[src/rtl/qmac_seq.sv]
// Dot-product sequencer in front of the sequential sign-magnitude multiplier qmults.
// Operand pairs come in over valid/ready and are multiplied one at a time into a saturating accumulator.
module qmac_seq #(
  parameter int N     = 16,
  parameter int Q     = 8,
  parameter int LEN_W = 8,
  parameter int TMO   = 64
) (
  input  logic             i_clk,
  input  logic             i_rst_n,
  input  logic             i_go,
  input  logic [LEN_W-1:0] i_len,
  input  logic [N-1:0]     i_a,
  input  logic [N-1:0]     i_b,
  input  logic             i_valid,
  output logic             o_ready,
  output logic [N-1:0]     o_mul_multiplicand,
  output logic [N-1:0]     o_mul_multiplier,
  output logic             o_mul_start,
  input  logic [N-1:0]     i_mul_result,
  input  logic             i_mul_complete,
  input  logic             i_mul_overflow,
  output logic [N-1:0]     o_acc,
  output logic             o_done,
  output logic             o_overflow,
  output logic             o_error,
  output logic             o_busy
);

  if (Q > N - 2) begin : g_q_range
    $error("qmac_seq: Q must leave at least one integer magnitude bit");
  end

  localparam int TW = $clog2(TMO + 1);
  localparam logic signed [N:0] MAXV = {2'b00, {(N-1){1'b1}}};
  localparam logic signed [N:0] MINV = -MAXV;

  typedef enum logic [2:0] {
    S_IDLE, S_WAIT_OP, S_ISSUE, S_ARM, S_WAIT_MUL, S_ACCUM, S_DONE
  } state_e;

  state_e           state_q;
  logic [TW-1:0]    tmo_q;
  logic [LEN_W-1:0] len_q, cnt_q, cnt_d;
  logic [N-1:0]     prod_q, acc_d;
  logic signed [N:0] sum, sat_sum;
  logic [N-2:0]     mag;
  logic             sat;

  // -0 maps to 0 here, so it never survives into the sum
  function automatic logic signed [N:0] sm2tc(input logic [N-1:0] v);
    logic signed [N:0] m;
    m = $signed({2'b00, v[N-2:0]});
    return v[N-1] ? -m : m;
  endfunction

  always_comb begin
    sum     = sm2tc(o_acc) + sm2tc(prod_q);
    sat     = 1'b0;
    sat_sum = sum;
    if (sum > MAXV) begin
      sat_sum = MAXV;
      sat     = 1'b1;
    end else if (sum < MINV) begin
      sat_sum = MINV;
      sat     = 1'b1;
    end
    mag   = (sat_sum < 0) ? (N-1)'(-sat_sum) : (N-1)'(sat_sum);
    acc_d = {sat_sum < 0, mag};
    cnt_d = cnt_q + 1'b1;
  end

  always_ff @(posedge i_clk) begin
    if (!i_rst_n) begin
      state_q            <= S_IDLE;
      tmo_q              <= '0;
      len_q              <= '0;
      cnt_q              <= '0;
      prod_q             <= '0;
      o_ready            <= 1'b0;
      o_mul_start        <= 1'b0;
      o_mul_multiplicand <= '0;
      o_mul_multiplier   <= '0;
      o_acc              <= '0;
      o_done             <= 1'b0;
      o_overflow         <= 1'b0;
      o_error            <= 1'b0;
      o_busy             <= 1'b0;
    end else begin
      o_mul_start <= 1'b0;
      o_done      <= 1'b0;
      case (state_q)
        S_IDLE: if (i_go) begin
          o_acc      <= '0;
          cnt_q      <= '0;
          o_overflow <= 1'b0;
          o_error    <= 1'b0;
          len_q      <= i_len;
          o_busy     <= 1'b1;
          if (i_len == '0) state_q <= S_DONE;
          else begin
            state_q <= S_WAIT_OP;
            o_ready <= 1'b1;
          end
        end
        S_WAIT_OP: if (i_valid && o_ready) begin
          o_mul_multiplicand <= i_a;
          o_mul_multiplier   <= i_b;
          o_ready            <= 1'b0;
          o_mul_start        <= 1'b1;
          tmo_q              <= '0;
          state_q            <= S_ISSUE;
        end
        S_ISSUE: state_q <= S_ARM;
        S_ARM: begin
          if (tmo_q == TW'(TMO - 1)) begin
            o_error <= 1'b1;
            o_done  <= 1'b1;
            state_q <= S_DONE;
          end else begin
            tmo_q <= tmo_q + 1'b1;
            if (!i_mul_complete) state_q <= S_WAIT_MUL;
          end
        end
        S_WAIT_MUL: begin
          if (i_mul_complete) begin
            prod_q     <= i_mul_result;
            o_overflow <= o_overflow | i_mul_overflow;
            state_q    <= S_ACCUM;
          end else if (tmo_q == TW'(TMO - 1)) begin
            o_error <= 1'b1;
            o_done  <= 1'b1;
            state_q <= S_DONE;
          end else begin
            tmo_q <= tmo_q + 1'b1;
          end
        end
        S_ACCUM: begin
          o_acc      <= acc_d;
          o_overflow <= o_overflow | sat;
          cnt_q      <= cnt_d;
          if (cnt_d == len_q) begin
            o_done  <= 1'b1;
            state_q <= S_DONE;
          end else begin
            o_ready <= 1'b1;
            state_q <= S_WAIT_OP;
          end
        end
        // Entered with o_done already set from ACCUM/timeout; the zero-length path
        // arrives with it clear and raises it here, one cycle later.
        S_DONE: begin
          if (o_done) begin
            o_busy  <= 1'b0;
            state_q <= S_IDLE;
          end else begin
            o_done <= 1'b1;
          end
        end
        default: state_q <= S_IDLE;
      endcase
    end
  end

endmodule
[config.mk]
export PLATFORM = sky130hd
export DESIGN_NAME = qmac_seq
export DESIGN_NICKNAME = d
export VERILOG_FILES = /design/src/rtl/qmac_seq.sv
export SDC_FILE = /design/constraint.sdc
export NUM_CORES = 1
export LEC_CHECK = 0
export CELL_PAD_IN_SITES_DETAIL_PLACEMENT = 1
export CELL_PAD_IN_SITES_GLOBAL_PLACEMENT = 1
export CORE_ASPECT_RATIO = 0.9
export CORE_MARGIN = 2
export CORE_UTILIZATION = 35
export CTS_CLUSTER_SIZE = 14
export DETAILED_ROUTE_END_ITERATION = 8
export HOLD_SLACK_MARGIN = 0.05
export MAX_ROUTING_LAYER = met4
export PLACE_DENSITY_LB_ADDON = 0.08
export REMOVE_ABC_BUFFERS = 1
export SLEW_MARGIN = 20
export SYNTH_ARGS = -nofsm -noshare
export SYNTH_HDL_FRONTEND = slang
export SYNTH_SLANG_ARGS = --single-unit
[constraint.sdc]
create_clock -name i_clk -period 7.05 [get_ports i_clk]
set_input_delay 1.41 -clock i_clk [delete_from_list [all_inputs] [get_ports i_clk]]
set_output_delay 1.41 -clock i_clk [all_outputs]
set_load 0.03 [all_outputs]
== Yosys cells after proc, flatten, opt, wreduce, memory -nomap -nowiden ==
Index checks and enable logic that the tools add are counted.
Storage, ports and cells
  input bits: 62
  register bits: 96
  output and inout bits: 54
  word-level logic and storage cells: 107
Operators by class
  mux-type cells: 45
  reductions and logical operators: 20
  order comparisons: 3
  bitwise gates (word level): 2
  equal/unequal tests: 17
  add/subtract/negate cells: 6
Operators with widths (number)
  17-bit two-way mux: 4
  15-bit negation with 17-bit output: 2
  16-bit one-hot mux with 2 select lines: 1
  3-bit two-way mux: 9
  7-bit two-way mux: 3
  3-bit one-hot mux with 7 select lines: 1
  7-bit one-hot mux with 3 select lines: 1
  17-bit adder: 1
  17-bit by 16-bit greater-than comparator with 1-bit output, second input constant: 1
  17-bit by 1-bit < comparator with 1-bit output, second input constant: 1
  17-bit by 16-bit < comparator with 1-bit output, second input constant: 1
  1-bit two-way mux: 17
  16-bit two-way mux: 1
  8-bit one-hot mux with 2 select lines: 1
  15-bit two-way mux: 1
  15-bit negation: 1
  2-bit inequality test, second input constant: 7
  3-bit AND reduction: 4
  3-bit nonzero test: 4
  2-bit AND reduction: 5
  5-bit AND reduction: 2
  3-bit equality test, second input constant: 3
  1-bit one-hot mux with 3 select lines: 3
  8-bit by 1-bit adder with 8-bit output, second input constant: 1
  14 further kinds: 18

== Logic depth before layout (Yosys ltp) ==
Gate-level depths: netlist of run 1.
  word-level depth: 9
  depth in mapped cells: 24
  mapped depth without buffers: 22

== Least setup slack after synthesis of run 1 ==
No wires, ideal clock.
  kind: reg-to-reg
  start: register o_acc[6]
  end: register o_acc[14]
  required time: 6929 ps
  path slack: 1450 ps
  stages on the path, launching flop included: 24
  arrival time: 5479 ps
  buffers on the path: 3
  clock period less this slack: 5600 ps
  path through: dfxtp_1 -> or4_4 -> or3_1 -> o31ai_1 -> xnor2_1 -> ha_1 -> clkbuf_1 -> nand2_1 -> o21ai_0 -> mux2i_1 -> o31ai_1 -> a211oi_1 -> nor2b_1 -> o21ai_0 -> ha_1 -> clkbuf_1 -> buf_1 -> nor3_2 -> ha_1 -> o21ai_1 -> o41a_1 -> or3_1 -> a21oi_1 -> o22ai_1
On the way
  longest elaborated chain between the ends: 9
  elaborated cells between the ends (all ways): 11
  classes of those cells: add/sub: 3; order compare: 3; mux: 5
Ends and longest elaborated chain
  start, declared: RTL line 23  | output logic [N-1:0] o_acc,
  start signal, assigned: RTL line 84  | o_acc <= '0;
  start signal, assigned: RTL line 94  | o_acc <= '0;
  start signal, assigned: RTL line 139  | o_acc <= acc_d;
  15-bit negation with 17-bit output: RTL line 54  | return v[N-1] ? -m : m;
  17-bit two-way mux *: RTL line 54
  17-bit adder *: RTL line 58  | sum = sm2tc(o_acc) + sm2tc(prod_q);
  17-bit by 16-bit < comparator with 1-bit output: RTL line 64  | end else if (sum < MINV) begin
  17-bit two-way mux: RTL line 64
  17-bit two-way mux *: RTL line 61  | if (sum > MAXV) begin
  15-bit negation or 17-bit by 1-bit < comparator with 1-bit output (tied branches): RTL line 68  | mag = (sat_sum < 0) ? (N-1)'(-sat_sum) : (N-1)'(sat_sum);
  15-bit two-way mux *: RTL line 68
  16-bit one-hot mux with 2 select lines *: RTL line 92  | case (state_q)
Every way passes the cells marked *; elsewhere a longest branch is shown, timed or not.
A chain may end at the register's enable or synchronous reset.

== Worst setup path after layout of run 1 ==
Ends and elaborated chain as after synthesis.

==> qor.csv, run 1 <==
stage,metric,value,unit
status,status,"complete, no violations",
cts,cts_root_buf,clkbuf_16,
global_routing,overflow,0,
placed_design,dpl.hpwl,15220,um
yosys,yosys.area.top_type_share,31.19,%
placed_design,port_buffers,115,
routing,viasPerCell,5.307,
cells_and_area,final_common_cell,nand2_1,
worst_setup_path,timing.rr.start,o_acc[6],
global_routing,track_usage,22.58,%
yosys,yosys.area.top_type,dfxtp_1,
yosys,ys_ff_latch,96,
die,fp.dieArea,18690,um2
placed_design,place.gp.congestion,0.8841,
yosys,synth_edf_count,0,
die,die_w,143.9,um
cts,path_clk_slew,0.07,ns
timing,skew,0.01473,ns
yosys,ys_types,70,
timing,fin_crit_sh,85.28,%
cts,clock-sinks,96,
yosys,yosysWarnings,0,
cells_and_area,antenna_cells,0,
global_routing,antenna_found_initial,0,
cells_and_area,final_area,7789,um2
cells_and_area,syn_to_final_growth,26.40,%
timing,fmax,166.3,MHz
pwr,powerDensity,225.6,nW/um2
cells_and_area,layout-drive-gt1-share,4.556,%
routing,wl,20060,um
yosys,synth_area_per_cell,7.598,um2
routing,ant_nets,0,
die,die_h,129.9,um
worst_setup_path,required,7.28,ns
yosys,synthCells,811,
timing,setup_viol_count_final,0,
die,initial_utilization,35.34,%
cts,htreeDepth,3,
routing,drcViolationCount,0,
global_routing,grt_pass1_vias,6226,
timing,slew_headroom,37.47,%
die,core_area,17440,um2
routing,vias,6050,
run,maxCapViolations,0,
timing,timing.setup.tns,0,ns
worst_setup_path,cp-startpoint,o_acc[6],
worst_setup_path,critical_path_class,flip-flop to flip-flop,
routing,avgRoutedWirePerCell,17.59,um
worst_setup_path,critPathLaunchType,flip-flop,
yosys,ys.flop_type,dfxtp_1,
die,io_pins,116,
routing,drt_iter0_drc,259,
cells_and_area,mostFrequentLayoutCells,"nand2_1, clkdlybuf4s50_1, dfxtp_1",
cts,cts_buffers,9,
pwr,p_leak,2.945,nW
timing,finalCriticalPeriod,6.012,ns
yosys,synthArstFlopShare,0,%
routing,first_pass_iters,5,
global_routing,grt_pass1_wl,32310,um
global_routing,grt_max_degree,54,
timing,rsz0062_at_grt,false,
min_path,hp-start,tmo_q[6],
cts,cts-resized-gates,0,
pwr,p_total,1.757,mW
cts,cts_setup_buffers,0,
cts,clk-insertion-delay-late,0.36,ns
pwr,ir_drop,0.1247,mV
cells_and_area,layout.nets,980,
cts,cts_tree,built,
timing,tightest_slew,0.9345,ns
min_path,worstHoldPathType,flip-flop to flip-flop,
worst_setup_path,crit_fanout,11,
worst_setup_path,arrival,6.25,ns
timing,hold_viol,0,
yosys,synth.area.top_cells,"dfxtp_1, nand2_1, a21boi_0, xnor2_1, ha_1",
timing,report.final.slew_viol_count,0,
die,row_count,46,
cts,ctsHoldBuffers,0,
worst_setup_path,end_kind,flip-flop,
placed_design,post_dp_cell_area,7473,um2
yosys,ys_seq_area_share,31.19,%
yosys,netlist_area,6162,um2
cts,clock_path_buffers,2,
registers in the layout, indices dropped and copies added (netlist names):
signal	count
cnt_q	8
len_q	8
o_acc	16
o_busy	1
o_done	1
o_error	1
o_mul_multiplicand	16
o_mul_multiplier	16
o_mul_start	1
o_overflow	1
o_ready	1
prod_q	16
state_q	3
tmo_q	7
synthesized netlist by cell type (7+ instances only):
library cell and number:
o21ai_1 15, dfxtp_1 96, o31ai_1 11, nor2_1 41, a21oi_1 40, nand3_1 19
nor3_1 10, and3_1 8, nand2b_1 9, and2_1 10, nor2b_1 11, xor2_1 14
inv_1 11, nand2_1 187, a21o_1 7, xnor2_1 40, ha_1 22, o21ai_0 46
a21boi_0 56, clkbuf_1 44
final timing paths:
check | cells past startpoint | to | slack [ns]
worst max-delay path | 21 | o_acc[14] | 1.04
worst min-delay path | 2 | tmo_q[6] | 0.45
worst max register to register | 21 | o_acc[14] | 1.04
worst min register to register | 2 | tmo_q[6] | 0.45
cells by family (layout without fill, tap and decap cells):
family                     count (synthesis)  count (layout)  share of synthesized area, %
adders and majority gates                 23              23                         4.792
AOI/OAI and AO/OA                        235             235                         25.60
and+or+nand+nor                          338             338                         25.60
buffers and inverters                     58             147                         3.553
xor gates and xnor gates                  56              56                         8.406
DFF                                       96              96                         31.19
muxes                                      5               5                        0.8528
metrics by stage:
step	std cells	hold WS [ns]	util [%]	worst slack (ns)
global placement	1124	0.4308	42.85	1.415
floorplan	764	0.4207	-	1.399
global route	1140	0.4692	44.66	0.5486
detailed placement	1124	0.4425	42.85	1.091
finish	1140	0.4530	44.66	1.038
CTS	1140	0.4525	44.65	1.060
power by group:
group	switching [mW]	internal [mW]
logic	0.346	0.233
clock network	0.239	0.292
registers	0.0629	0.585
layer usage:
layer  up-vias  GRT usage [%]  share of wire, %
li1       3006              -                 -
met1      2894          28.93                47
met2       127          35.85                46
met3        23          5.945               6.2
met4         0          5.133               1.3
met5         -              -                 0
area by class of cell:
class / count / area (um2)
Clock inverter: 5 / 70.07
Sequential cell: 96 / 1922
Tap cell: 240 / 300.3
Inverter: 11 / 41.29
Multi-Input combinational cell: 657 / 4029
Fill cell: 2126 / 9651
Timing Repair Buffer: 120 / 1184
Clock buffer: 11 / 242.7
worst max-delay path, cell delays in order (launching register included):
cell and delay [ns]:
dfxtp_1 0.41, or4_4 0.60, or3_1 0.35, o31ai_1 0.29
xnor2_1 0.12, ha_1 0.47, nand2_1 0.09, o21ai_0 0.41
mux2i_1 0.26, o31ai_1 0.10, a211oi_1 0.29, nor2b_1 0.16
o21ai_0 0.08, ha_1 0.45, inv_1 0.17, a21oi_1 0.18
ha_1 0.25, o21ai_1 0.17, o41a_1 0.46, or3_1 0.35
a21oi_1 0.16, o22ai_1 0.08
Note: power is estimated with default switching activity, not from simulation.
==> run 2, diff against run 1 <==
- clock period: 7.05 -> 6.1 ns (I/O delays scaled with it)
==> qor.csv, run 2 (synthesis results as in run 1) <==
stage,metric,value,unit
status,status,"complete, no violations",
timing,hold_viol,0,
min_path,whs_endpoint,tmo_q[6],
global_routing,track_usage,22.32,%
min_path,holdPathStages,2,
timing,finalCriticalPeriod,5.686,ns
worst_setup_path,required,6.33,ns
cts,cts_setup_buffers,0,
timing,fin_crit_sh,93.22,%
routing,viasPerCell,5.312,
die,initial_utilization,35.34,%
timing,rsz0062_at_grt,false,
cells_and_area,layout-drive-gt1-share,5.426,%
routing,wl,19700,um
cells_and_area,syn_to_final_growth,27.29,%
cts,cts_tree,built,
die,die_w,143.9,um
global_routing,grt_pass1_vias,6198,
worst_setup_path,end_kind,flip-flop,
pwr,powerDensity,261.3,nW/um2
pwr,pwr-share-clk,30.7,%
cells_and_area,mostFrequentLayoutCells,"nand2_1, clkdlybuf4s50_1, dfxtp_1",
worst_setup_path,rr_worst_depth,20,
timing,skew,0.01239,ns
cts,ctsHoldBuffers,0,
cts,clk-insertion-delay-late,0.36,ns
die,die_h,129.9,um
die,io_pins,116,
global_routing,grt_pass1_wl,32130,um
die,core_area,17440,um2
pwr,ir_drop,0.1372,mV
routing,first_pass_iters,4,
timing,timing.setup.tns,0,ns
timing,setup_viol_count_final,0,
die,row_count,46,
routing,drt_iter0_drc,343,
routing,avgRoutedWirePerCell,17.24,um
cts,htreeDepth,3,
worst_setup_path,crit_fanout,7,
cts,cts_root_buf,clkbuf_16,
global_routing,antenna_found_initial,0,
pwr,p_seq_share,36.6,%
timing,report.final.slew_viol_count,0,
worst_setup_path,critical_path_class,flip-flop to flip-flop,
global_routing,grt_max_degree,50,
pwr,p_switching,758.3,uW
placed_design,dp.cells,1127,
global_routing,overflow,0,
worst_setup_path,rr_endpoint,o_acc[14],
routing,ant_nets,0,
pwr,p_sw_share,36.99,%
cells_and_area,layout.nets,983,
cts,clock-sinks,96,
min_path,hp-start,tmo_q[6],
worst_setup_path,rrSetupSlack,0.41,ns
cts,clock_path_buffers,2,
timing,slew_headroom,45.62,%
placed_design,port_buffers,115,
pwr,p_int,1.291,mW
pwr,p_leak,2.962,nW
cts,path_clk_slew,0.08,ns
min_path,worstHoldPathType,flip-flop to flip-flop,
cells_and_area,antenna_cells,0,
placed_design,dpl.hpwl,15070,um
routing,drcViolationCount,0,
placed_design,place.gp.congestion,0.8951,
pwr,p_comb_share,32.7,%
worst_setup_path,critPathLaunchType,flip-flop,
worst_setup_path,arrival,5.92,ns
pwr,p_total,2.050,mW
worst_setup_path,timing.rr.start,o_acc[2],
cells_and_area,fin_cells,1143,
cells_and_area,final_common_cell,nand2_1,
run,maxCapViolations,0,
cts,cts_buffers,9,
timing,tightest_slew,0.8131,ns
timing,fmax,175.9,MHz
die,fp.dieArea,18690,um2
routing,vias,6072,
==> run 2: cell type report <==
class | instances | area (um2)
Multi-Input combinational cell | 657 | 4050
Clock buffer | 10 | 239.0
Sequential cell | 96 | 1922
Tap cell | 240 | 300.3
Inverter | 11 | 41.29
Timing Repair Buffer | 123 | 1206
Fill cell | 2119 | 9595
Clock inverter | 6 | 85.08
==> run 2: stage by stage <==
| stage | area (um2) | hold WS (ns) | worst slack (ns) | util (%) |
|---|---|---|---|---|
| 3_5_place_dp | 7496 | 0.4455 | 0.2504 | 42.98 |
| 2_1_floorplan | 5984 | 0.4207 | 0.4493 | - |
| 5_1_grt | 7844 | 0.4864 | 0.04583 | 44.98 |
| 6_report | 7844 | 0.4601 | 0.4135 | 44.98 |
| 4_1_cts | 7820 | 0.4572 | 0.2064 | 44.84 |
| 3_3_place_gp | 7496 | 0.4321 | 0.5100 | 42.98 |
==> run 2: worst max-delay path by stage <==
stage                 to  startpoint  depth (start not counted)
3_5_place_dp   o_acc[14]    o_acc[6]                         20
4_1_cts        o_acc[14]    o_acc[6]                         20
2_1_floorplan  o_acc[14]    o_acc[6]                         21
6_report       o_acc[14]    o_acc[2]                         20
3_3_place_gp   o_acc[14]    o_acc[6]                         20
5_1_grt        o_acc[14]   prod_q[0]                         20
==> run 2: what timing repair did <==
item                       CTS  global route
setup endpoints to repair    0             5
gates resized for setup      0             7
hold endpoints to repair     0             0
==> run 2: routing by layer <==
metal	vias to the layer above	global-route usage, %	wire, um
met5	-	-	0
met2	119	34.54	9002
met4	0	5.767	312
met3	23	5.688	1134
li1	3009	-	-
met1	2921	29.17	9255
==> run 2: power groups by stage <==
| stage | sequential (mW) | clock, mW | combinational [mW] |
|---|---|---|---|
| floorplan | 0.783 | 0 | 0.398 |
| global placement | 0.759 | 0 | 0.651 |
| detailed placement | 0.764 | 0 | 0.669 |
| CTS | 0.750 | 0.650 | 0.674 |
| global route | 0.761 | 0.674 | 0.744 |
| finish | 0.750 | 0.629 | 0.671 |
==> run 2: critical path: stages, from the launching register on <==
cell      delay [ns]
dfxtp_1         0.38
nor3_1          0.31
nand3_1         0.14
or2_2           0.35
o41ai_1         0.32
xnor2_1         0.11
ha_1            0.40
a21o_1          0.22
a21oi_1         0.36
or3_1           0.18
o2111a_1        0.30
nand4b_1        0.17
o21ai_0         0.20
ha_1            0.30
nor3_2          0.31
ha_1            0.29
o21ai_1         0.16
o41a_1          0.45
or3_1           0.35
a21oi_1         0.17
o22ai_1         0.09
